File: src/rtl/issue_queue_pkg.sv
// Shared sizing, entry layout and wakeup-match helper for the issue queue.
package iq_pkg;

  localparam int DEPTH     = 32;
  localparam int TAG_W     = 6;
  localparam int PAYLOAD_W = 32;
  localparam int ADDR_W    = $clog2(DEPTH);
  localparam int CNT_W     = $clog2(DEPTH + 1);

  typedef struct packed {
    logic                 valid;
    logic [TAG_W-1:0]     src1;
    logic                 src1_rdy;
    logic [TAG_W-1:0]     src2;
    logic                 src2_rdy;
    logic [TAG_W-1:0]     dst;
    logic [PAYLOAD_W-1:0] payload;
  } iq_entry_t;

  // True when either wakeup port broadcasts a tag matching this source.
  function automatic logic wk_hit(input logic [1:0]       wkv,
                                  input logic [TAG_W-1:0] t0,
                                  input logic [TAG_W-1:0] t1,
                                  input logic [TAG_W-1:0] tag);
    return (wkv[0] && (t0 == tag)) || (wkv[1] && (t1 == tag));
  endfunction

endpackage

File: src/rtl/issue_queue_if.sv
// Dispatch, wakeup, issue and flush signals of the issue queue; master drives dispatch/wakeup.
interface issue_queue_if #(
  parameter int DEPTH     = iq_pkg::DEPTH,
  parameter int TAG_W     = iq_pkg::TAG_W,
  parameter int PAYLOAD_W = iq_pkg::PAYLOAD_W
);
  localparam int AW = $clog2(DEPTH);
  localparam int CW = $clog2(DEPTH + 1);

  logic                 flush;
  logic                 in_valid;
  logic                 in_ready;
  logic [TAG_W-1:0]     in_src1;
  logic [TAG_W-1:0]     in_src2;
  logic                 in_src1_rdy;
  logic                 in_src2_rdy;
  logic [TAG_W-1:0]     in_dst;
  logic [PAYLOAD_W-1:0] in_payload;
  logic [1:0]           wk_valid;
  logic [TAG_W-1:0]     wk_tag0;
  logic [TAG_W-1:0]     wk_tag1;
  logic                 out_valid;
  logic                 out_ready;
  logic [AW-1:0]        out_addr;
  logic [TAG_W-1:0]     out_dst;
  logic [PAYLOAD_W-1:0] out_payload;
  logic [CW-1:0]        count;

  modport master (
    output flush, in_valid, in_src1, in_src2, in_src1_rdy, in_src2_rdy,
           in_dst, in_payload, wk_valid, wk_tag0, wk_tag1, out_ready,
    input  in_ready, out_valid, out_addr, out_dst, out_payload, count
  );

  modport slave (
    input  flush, in_valid, in_src1, in_src2, in_src1_rdy, in_src2_rdy,
           in_dst, in_payload, wk_valid, wk_tag0, wk_tag1, out_ready,
    output in_ready, out_valid, out_addr, out_dst, out_payload, count
  );

endinterface

File: src/rtl/issue_queue_select_tree.sv
// Lowest-index priority picker: log2(DEPTH) levels of 2-input request/address combine cells.
module iq_sel_cell #(
  parameter int AW  = 5,
  parameter int LVL = 0
) (
  input  logic          i_v_lo,
  input  logic          i_v_hi,
  input  logic [AW-1:0] i_a_lo,
  input  logic [AW-1:0] i_a_hi,
  output logic          o_v,
  output logic [AW-1:0] o_a
);
  // Low half wins; picking the high half sets this level's address bit.
  assign o_v = i_v_lo | i_v_hi;
  assign o_a = i_v_lo ? i_a_lo : (i_a_hi | AW'(1 << LVL));
endmodule

module iq_select_tree #(
  parameter int DEPTH = 32
) (
  input  logic [DEPTH-1:0]         i_req,
  output logic                     o_valid,
  output logic [$clog2(DEPTH)-1:0] o_addr
);
  localparam int AW = $clog2(DEPTH);

  logic          w_v [AW+1][DEPTH];
  logic [AW-1:0] w_a [AW+1][DEPTH];

  for (genvar j = 0; j < DEPTH; j++) begin : g_leaf
    assign w_v[0][j] = i_req[j];
    assign w_a[0][j] = '0;
  end

  for (genvar l = 0; l < AW; l++) begin : g_lvl
    for (genvar j = 0; j < DEPTH; j++) begin : g_node
      if (j < (DEPTH >> (l + 1))) begin : g_cell
        iq_sel_cell #(.AW(AW), .LVL(l)) u_cell (
          .i_v_lo (w_v[l][2*j]),
          .i_v_hi (w_v[l][2*j+1]),
          .i_a_lo (w_a[l][2*j]),
          .i_a_hi (w_a[l][2*j+1]),
          .o_v    (w_v[l+1][j]),
          .o_a    (w_a[l+1][j])
        );
      end else begin : g_tie
        assign w_v[l+1][j] = 1'b0;
        assign w_a[l+1][j] = '0;
      end
    end
  end

  assign o_valid = w_v[AW][0];
  assign o_addr  = w_a[AW][0];
endmodule

File: src/rtl/issue_queue.sv
// Wakeup/select issue queue. Define IQ_SPEC_WAKEUP_EN to let same-cycle wakeups count
// toward issue eligibility; otherwise only registered ready bits are used.
module issue_queue #(
  parameter int DEPTH     = iq_pkg::DEPTH,
  parameter int TAG_W     = iq_pkg::TAG_W,
  parameter int PAYLOAD_W = iq_pkg::PAYLOAD_W
) (
  input  logic          clk,
  input  logic          rst,
  issue_queue_if.slave  bus
);
  import iq_pkg::*;

  localparam int AW = $clog2(DEPTH);
  localparam int CW = $clog2(DEPTH + 1);

  iq_entry_t        r_ent [DEPTH];
  logic [CW-1:0]    r_count;

  logic [DEPTH-1:0] w_hit1, w_hit2, w_elig, w_free;
  logic             w_any_elig, w_any_free;
  logic [AW-1:0]    w_sel, w_free_addr;
  logic             w_in_ready, w_disp, w_iss;
  logic             w_in_hit1, w_in_hit2;

  always_comb begin
    w_hit1 = '0;
    w_hit2 = '0;
    w_elig = '0;
    w_free = '0;
    for (int i = 0; i < DEPTH; i++) begin
      w_hit1[i] = wk_hit(bus.wk_valid, bus.wk_tag0, bus.wk_tag1, r_ent[i].src1);
      w_hit2[i] = wk_hit(bus.wk_valid, bus.wk_tag0, bus.wk_tag1, r_ent[i].src2);
      w_free[i] = !r_ent[i].valid;
`ifdef IQ_SPEC_WAKEUP_EN
      w_elig[i] = r_ent[i].valid && (r_ent[i].src1_rdy || w_hit1[i])
                                 && (r_ent[i].src2_rdy || w_hit2[i]);
`else
      w_elig[i] = r_ent[i].valid && r_ent[i].src1_rdy && r_ent[i].src2_rdy;
`endif
    end
  end

  iq_select_tree #(.DEPTH(DEPTH)) u_iss_sel (
    .i_req   (w_elig),
    .o_valid (w_any_elig),
    .o_addr  (w_sel)
  );

  iq_select_tree #(.DEPTH(DEPTH)) u_free_sel (
    .i_req   (w_free),
    .o_valid (w_any_free),
    .o_addr  (w_free_addr)
  );

  // Readiness looks only at registered occupancy, never at a same-cycle issue.
  assign w_in_ready = !rst && !bus.flush && (r_count < CW'(DEPTH));
  assign w_disp     = bus.in_valid && w_in_ready && w_any_free;
  assign w_iss      = w_any_elig && bus.out_ready;
  assign w_in_hit1  = wk_hit(bus.wk_valid, bus.wk_tag0, bus.wk_tag1, bus.in_src1);
  assign w_in_hit2  = wk_hit(bus.wk_valid, bus.wk_tag0, bus.wk_tag1, bus.in_src2);

  always_ff @(posedge clk) begin
    if (rst || bus.flush) begin
      for (int i = 0; i < DEPTH; i++) r_ent[i] <= '0;
      r_count <= '0;
    end else begin
      for (int i = 0; i < DEPTH; i++) begin
        if (r_ent[i].valid && w_hit1[i]) r_ent[i].src1_rdy <= 1'b1;
        if (r_ent[i].valid && w_hit2[i]) r_ent[i].src2_rdy <= 1'b1;
        if (w_iss && (w_sel == AW'(i))) r_ent[i].valid <= 1'b0;
        // The free slot is never the issuing one, so these writes cannot collide.
        if (w_disp && (w_free_addr == AW'(i)))
          r_ent[i] <= '{valid:    1'b1,
                        src1:     bus.in_src1,
                        src1_rdy: bus.in_src1_rdy || w_in_hit1,
                        src2:     bus.in_src2,
                        src2_rdy: bus.in_src2_rdy || w_in_hit2,
                        dst:      bus.in_dst,
                        payload:  bus.in_payload};
      end
      r_count <= r_count + CW'(w_disp) - CW'(w_iss);
    end
  end

  assign bus.in_ready    = w_in_ready;
  assign bus.out_valid   = w_any_elig;
  assign bus.out_addr    = w_sel;
  assign bus.out_dst     = r_ent[w_sel].dst;
  assign bus.out_payload = r_ent[w_sel].payload;
  assign bus.count       = r_count;

endmodule

File: src/flat_wrapper.sv
// flat-port wrapper written by rule: the top's interface ports become plain ports
module issue_queue_flat import iq_pkg::*;
#(
  parameter int DEPTH     = iq_pkg::DEPTH,
  parameter int TAG_W     = iq_pkg::TAG_W,
  parameter int PAYLOAD_W = iq_pkg::PAYLOAD_W
)
  (clk, rst, bus_flush, bus_in_valid, bus_in_src1, bus_in_src2, bus_in_src1_rdy, bus_in_src2_rdy, bus_in_dst, bus_in_payload, bus_wk_valid, bus_wk_tag0, bus_wk_tag1, bus_out_ready, bus_in_ready, bus_out_valid, bus_out_addr, bus_out_dst, bus_out_payload, bus_count);
  issue_queue_if #(.DEPTH(DEPTH), .TAG_W(TAG_W), .PAYLOAD_W(PAYLOAD_W)) bus_i ();
  input  logic clk;
  input  logic rst;
  input wire logic [$bits(bus_i.flush)-1:0] bus_flush;
  input wire logic [$bits(bus_i.in_valid)-1:0] bus_in_valid;
  input wire logic [$bits(bus_i.in_src1)-1:0] bus_in_src1;
  input wire logic [$bits(bus_i.in_src2)-1:0] bus_in_src2;
  input wire logic [$bits(bus_i.in_src1_rdy)-1:0] bus_in_src1_rdy;
  input wire logic [$bits(bus_i.in_src2_rdy)-1:0] bus_in_src2_rdy;
  input wire logic [$bits(bus_i.in_dst)-1:0] bus_in_dst;
  input wire logic [$bits(bus_i.in_payload)-1:0] bus_in_payload;
  input wire logic [$bits(bus_i.wk_valid)-1:0] bus_wk_valid;
  input wire logic [$bits(bus_i.wk_tag0)-1:0] bus_wk_tag0;
  input wire logic [$bits(bus_i.wk_tag1)-1:0] bus_wk_tag1;
  input wire logic [$bits(bus_i.out_ready)-1:0] bus_out_ready;
  output wire logic [$bits(bus_i.in_ready)-1:0] bus_in_ready;
  output wire logic [$bits(bus_i.out_valid)-1:0] bus_out_valid;
  output wire logic [$bits(bus_i.out_addr)-1:0] bus_out_addr;
  output wire logic [$bits(bus_i.out_dst)-1:0] bus_out_dst;
  output wire logic [$bits(bus_i.out_payload)-1:0] bus_out_payload;
  output wire logic [$bits(bus_i.count)-1:0] bus_count;
  assign bus_i.flush = bus_flush;
  assign bus_i.in_valid = bus_in_valid;
  assign bus_i.in_src1 = bus_in_src1;
  assign bus_i.in_src2 = bus_in_src2;
  assign bus_i.in_src1_rdy = bus_in_src1_rdy;
  assign bus_i.in_src2_rdy = bus_in_src2_rdy;
  assign bus_i.in_dst = bus_in_dst;
  assign bus_i.in_payload = bus_in_payload;
  assign bus_i.wk_valid = bus_wk_valid;
  assign bus_i.wk_tag0 = bus_wk_tag0;
  assign bus_i.wk_tag1 = bus_wk_tag1;
  assign bus_i.out_ready = bus_out_ready;
  assign bus_in_ready = bus_i.in_ready;
  assign bus_out_valid = bus_i.out_valid;
  assign bus_out_addr = bus_i.out_addr;
  assign bus_out_dst = bus_i.out_dst;
  assign bus_out_payload = bus_i.out_payload;
  assign bus_count = bus_i.count;
  issue_queue #(.DEPTH(DEPTH), .TAG_W(TAG_W), .PAYLOAD_W(PAYLOAD_W)) u_core (.clk(clk), .rst(rst), .bus(bus_i));
endmodule
File: config.mk
export PLATFORM = sky130hd
export DESIGN_NAME = issue_queue_flat
export DESIGN_NICKNAME = d
export VERILOG_FILES = /design/src/rtl/issue_queue_pkg.sv /design/src/rtl/issue_queue_if.sv /design/src/rtl/issue_queue_select_tree.sv /design/src/rtl/issue_queue.sv /design/src/flat_wrapper.sv
export SDC_FILE = /design/constraint.sdc
export NUM_CORES = 2
export LEC_CHECK = 0
export ABC_AREA = 1
export CORE_MARGIN = 2
export CORE_UTILIZATION = 40
export CTS_BUF_LIST = sky130_fd_sc_hd__clkbuf_8 sky130_fd_sc_hd__clkbuf_16
export DETAILED_ROUTE_END_ITERATION = 10
export DONT_BUFFER_PORTS = 1
export MAX_ROUTING_LAYER = met4
export PLACE_DENSITY_LB_ADDON = 0.1
export SKIP_CTS_REPAIR_TIMING = 1
export SLEW_MARGIN = 20
export SYNTH_ARGS = -nofsm -noshare
export SYNTH_HDL_FRONTEND = slang
export SYNTH_SLANG_ARGS = --single-unit
File: constraint.sdc
create_clock -name clk -period 5.2 [get_ports clk]
set_clock_uncertainty 0.2 [all_clocks]
set_input_delay 1.56 -clock clk [delete_from_list [all_inputs] [get_ports clk]]
set_output_delay 1.56 -clock clk [all_outputs]
set_load 0.005 [all_outputs]
==> metrics.csv <==
stage,metric,value,unit
yosys,largest family of logic cells by synthesized area,simple AND/OR/NAND/NOR gates,
worst_setup_path,Worst Setup SP,u_core.r_ent[14][52],
layout,Final Instance Area,97180,sq um
route,routed length per placed instance,26.53,microns
sta,post-route clock period utilization,1.081,
sta,WHS,420.6,ps
layout,Finished Core Util,0.4693,
sta,Setup TNS,-12410,ps
clock_network,Sink Count,1702,
sta,Slew headroom,0.2180,
power_and_ir_drop,Tot Pwr,35.63,mW
yosys,"Net Count, Synth",9064,
global_routing,number of global-route vias before repair,64592,
placement,routability congestion estimate from global placement,0.9005,
route,vias per cell,5.661,
clock_network,CTS buffer count,195,
status,failing checks,negative setup slack,
yosys,top cell type by total area after synthesis,edfxtp_1,
route,"antenna viol nets, final",0,
power_and_ir_drop,Leakage,40.71,nW
status,outcome,finished with violations,
power_and_ir_drop,PD cells,366.6,nW/um^2
worst_setup_path,critical path type,reg -> out,
placement,Post-DP Area,88540,sq um
floorplan,Site Rows,167,
yosys,"FF+latch count, synth",1702,
floorplan,Die H,460.5,microns
global_routing,global-route wire length before repair,445900,microns
clock_network,H-Tree Depth,4,
floorplan,core area,207100,sq um
power_and_ir_drop,peak supply drop,0.3941,mV
yosys,Synth Area in Simple Gates,0.2548,
sta,"Hold Vio Cnt, Final",0,
yosys,Synth Flop Type,edfxtp_1,
min_path,hold path start,u_core.r_ent[30][52],
placement,"worst slack, placed",51.28,ps
clock_network,Root Buffer,clkbuf_16,
worst_setup_path,CP Data Required Time,3440,ps
yosys,library cells used by synthesis,59,
route,iteration count of the initial detailed-routing pass,6,
min_path,Worst Hold Depth,2,
worst_setup_path,R2R depth,12,
clock_network,"Clk pin slew, worst setup/hold paths",60,ps
yosys,Synth Cell Area,83350,sq um
worst_setup_path,endpoint type of the worst setup path,output pin,
sta,worst slew pin tran,1173,ps
floorplan,die area,212000,sq um
yosys,Area contributors post-synth,"edfxtp_1 61%, nand2_1 15%, nor2_1 5.1%",
worst_setup_path,Worst Path Arrival,3860,ps
yosys,Mapped Cells,8986,
sta,min cycle time layout,5619,ps
floorplan,Starting Density,0.4025,
sta,fin. max-slew vios,0,
layout,# nets final,9134,
yosys,sequential share of the synthesized area,0.6125,
yosys,synthesized area per cell,9.275,sq um
placement,cell count after placement,11534,
global_routing,GRT Overall Usage,0.2952,
global_routing,antenna violations before repair,7,
layout,Layout fillers,19291,
worst_setup_path,Crit Path Max Fanout,11,
yosys,share of the synthesized area in the top cell type,0.6110,
layout,share of cells above drive strength 1,0.1253,
sta,fin worst setup slack,-419.0,ps
yosys,compound-gate portion of the synthesized area,0.06332,
layout,Area Growth Syn to Fin,16.60,%
clock_network,clock latency on the worst-skew pair,870,ps
placement,Final HPWL DP,176300,microns
yosys,Post-synth EDFFs,1696,
route,final wirelength,318600,microns
yosys,Post-synth top cells,"3,377 x nand2_1, 1,696 x edfxtp_1, 1,129 x nor2_1",
sta,RSZ-0062 raised after global routing,yes,
yosys,Post-Synth XOR/XNOR Area,0.01419,
sta,Peak Freq,0.1780,GHz
flow_run,max cap viols,0,
global_routing,largest net degree at the start of global routing,119,
yosys,fraction of registers with async set or reset after synthesis,0,
worst_setup_path,startpoint types,register,
worst_setup_path,worst r2r src,u_core.r_ent[8][52],
yosys,Ys Warns,0,
sta,# setup viols final,38,
clock_network,Max Buffers Root-to-Sink,3,
route,via count,67973,
route,DRC,0,
layout,Non-Filler Instances,12008,
min_path,Hold Crit Class,reg -> reg,
floorplan,chip width,460.5,microns
placement,port buffer count,0,
yosys,most common cell in the netlist,nand2_1,
route,DRT iter0 DRCs,7915,
global_routing,gr ovfl total,0,
yosys,post-synthesis mux area share,0,
clock_network,CTS tree,yes,
floorplan,IO Count,122,
yosys,post-synthesis adder-cell area fraction,0.001141,
[area by class of cell]
cell class,instances,area [sq um],share of cell area
clock buffers,200,4971,0.05115
repair buffers,500,5966,0.06139
diodes,4,10.01,0.0001030
well taps,2788,3488,0.03590
flip-flops and latches,1702,51050,0.5253
repair inverters,3,33.78,0.0003476
inverters,433,1688,0.01737
clock inverters,157,1062,0.01093
multi-input cells,6221,28910,0.2975
[cell families after synthesis]
kind of cell,count (synthesis)
AOI/OAI and AO/OA,765
buffers and inverters,1063
and+or+nand+nor,5314
DFF,1702
xor gates and xnor gates,135
adders and majority gates,7
[worst max-delay path: stages (launching register included)]
cell and delay (ps):
edfxtp_1 470, nand3_2 160, nand2_2 70, nor2_2 110
nand2_2 80, nor2_4 200, buf_6 120, o211ai_1 210
nand2_4 150, buf_12 190, clkinv_16 120, buf_16 170
buf_12 150, nand2_1 80, nand2_2 90, nand2_2 80
nand3_2 100, nor2_4 190, nor2_2 60, buf_4 130
[sequential cells by signal, summed over array words and instances, names as in the netlist]
signal / count
u_core.bus.count: 6
u_core.r_ent: 1696
[worst paths after layout]
| path | to | slack [ps] |
|---|---|---|
| max | bus_out_payload[22] | -420 |
| min | u_core.r_ent[30][38] | 420 |
| max reg2reg | u_core.r_ent[1][33] | 950 |
| min reg2reg | u_core.r_ent[30][38] | 420 |
[per-layer routing]
layer,GRT usage,part of all wire,vias up
met2,0.4584,0.46,3216
met3,0.04432,0.082,605
met4,0.1022,0.036,0
met5,-,0,-
met1,0.3952,0.42,33745
li1,-,-,30407
[where the power goes]
part | total (mW) | switching [mW] | internal (mW)
logic | 6.19 | 4.08 | 2.11
clock network | 13.2 | 5.81 | 7.35
registers | 16.3 | 0.338 | 15.9
total | 35.6 | 10.2 | 25.4
[cell usage in the layout, fill, tap and decap left out, types with 84 or more instances in the layout]
cell type / netlist / routed
nand2_1: 3377 / 3270
edfxtp_1: 1696 / 1696
nor2_1: 1129 / 1049
nand3_1: 616 / 574
inv_1: 400 / 434
buf_4: 36 / 325
clkbuf_16: 0 / 228
o22ai_1: 147 / 147
o21ai_0: 133 / 132
a21oi_1: 124 / 123
nor2_2: 59 / 116
buf_12: 0 / 90
o2111ai_1: 84 / 84
No activity file was read; power rests on OpenSTA's default activity.
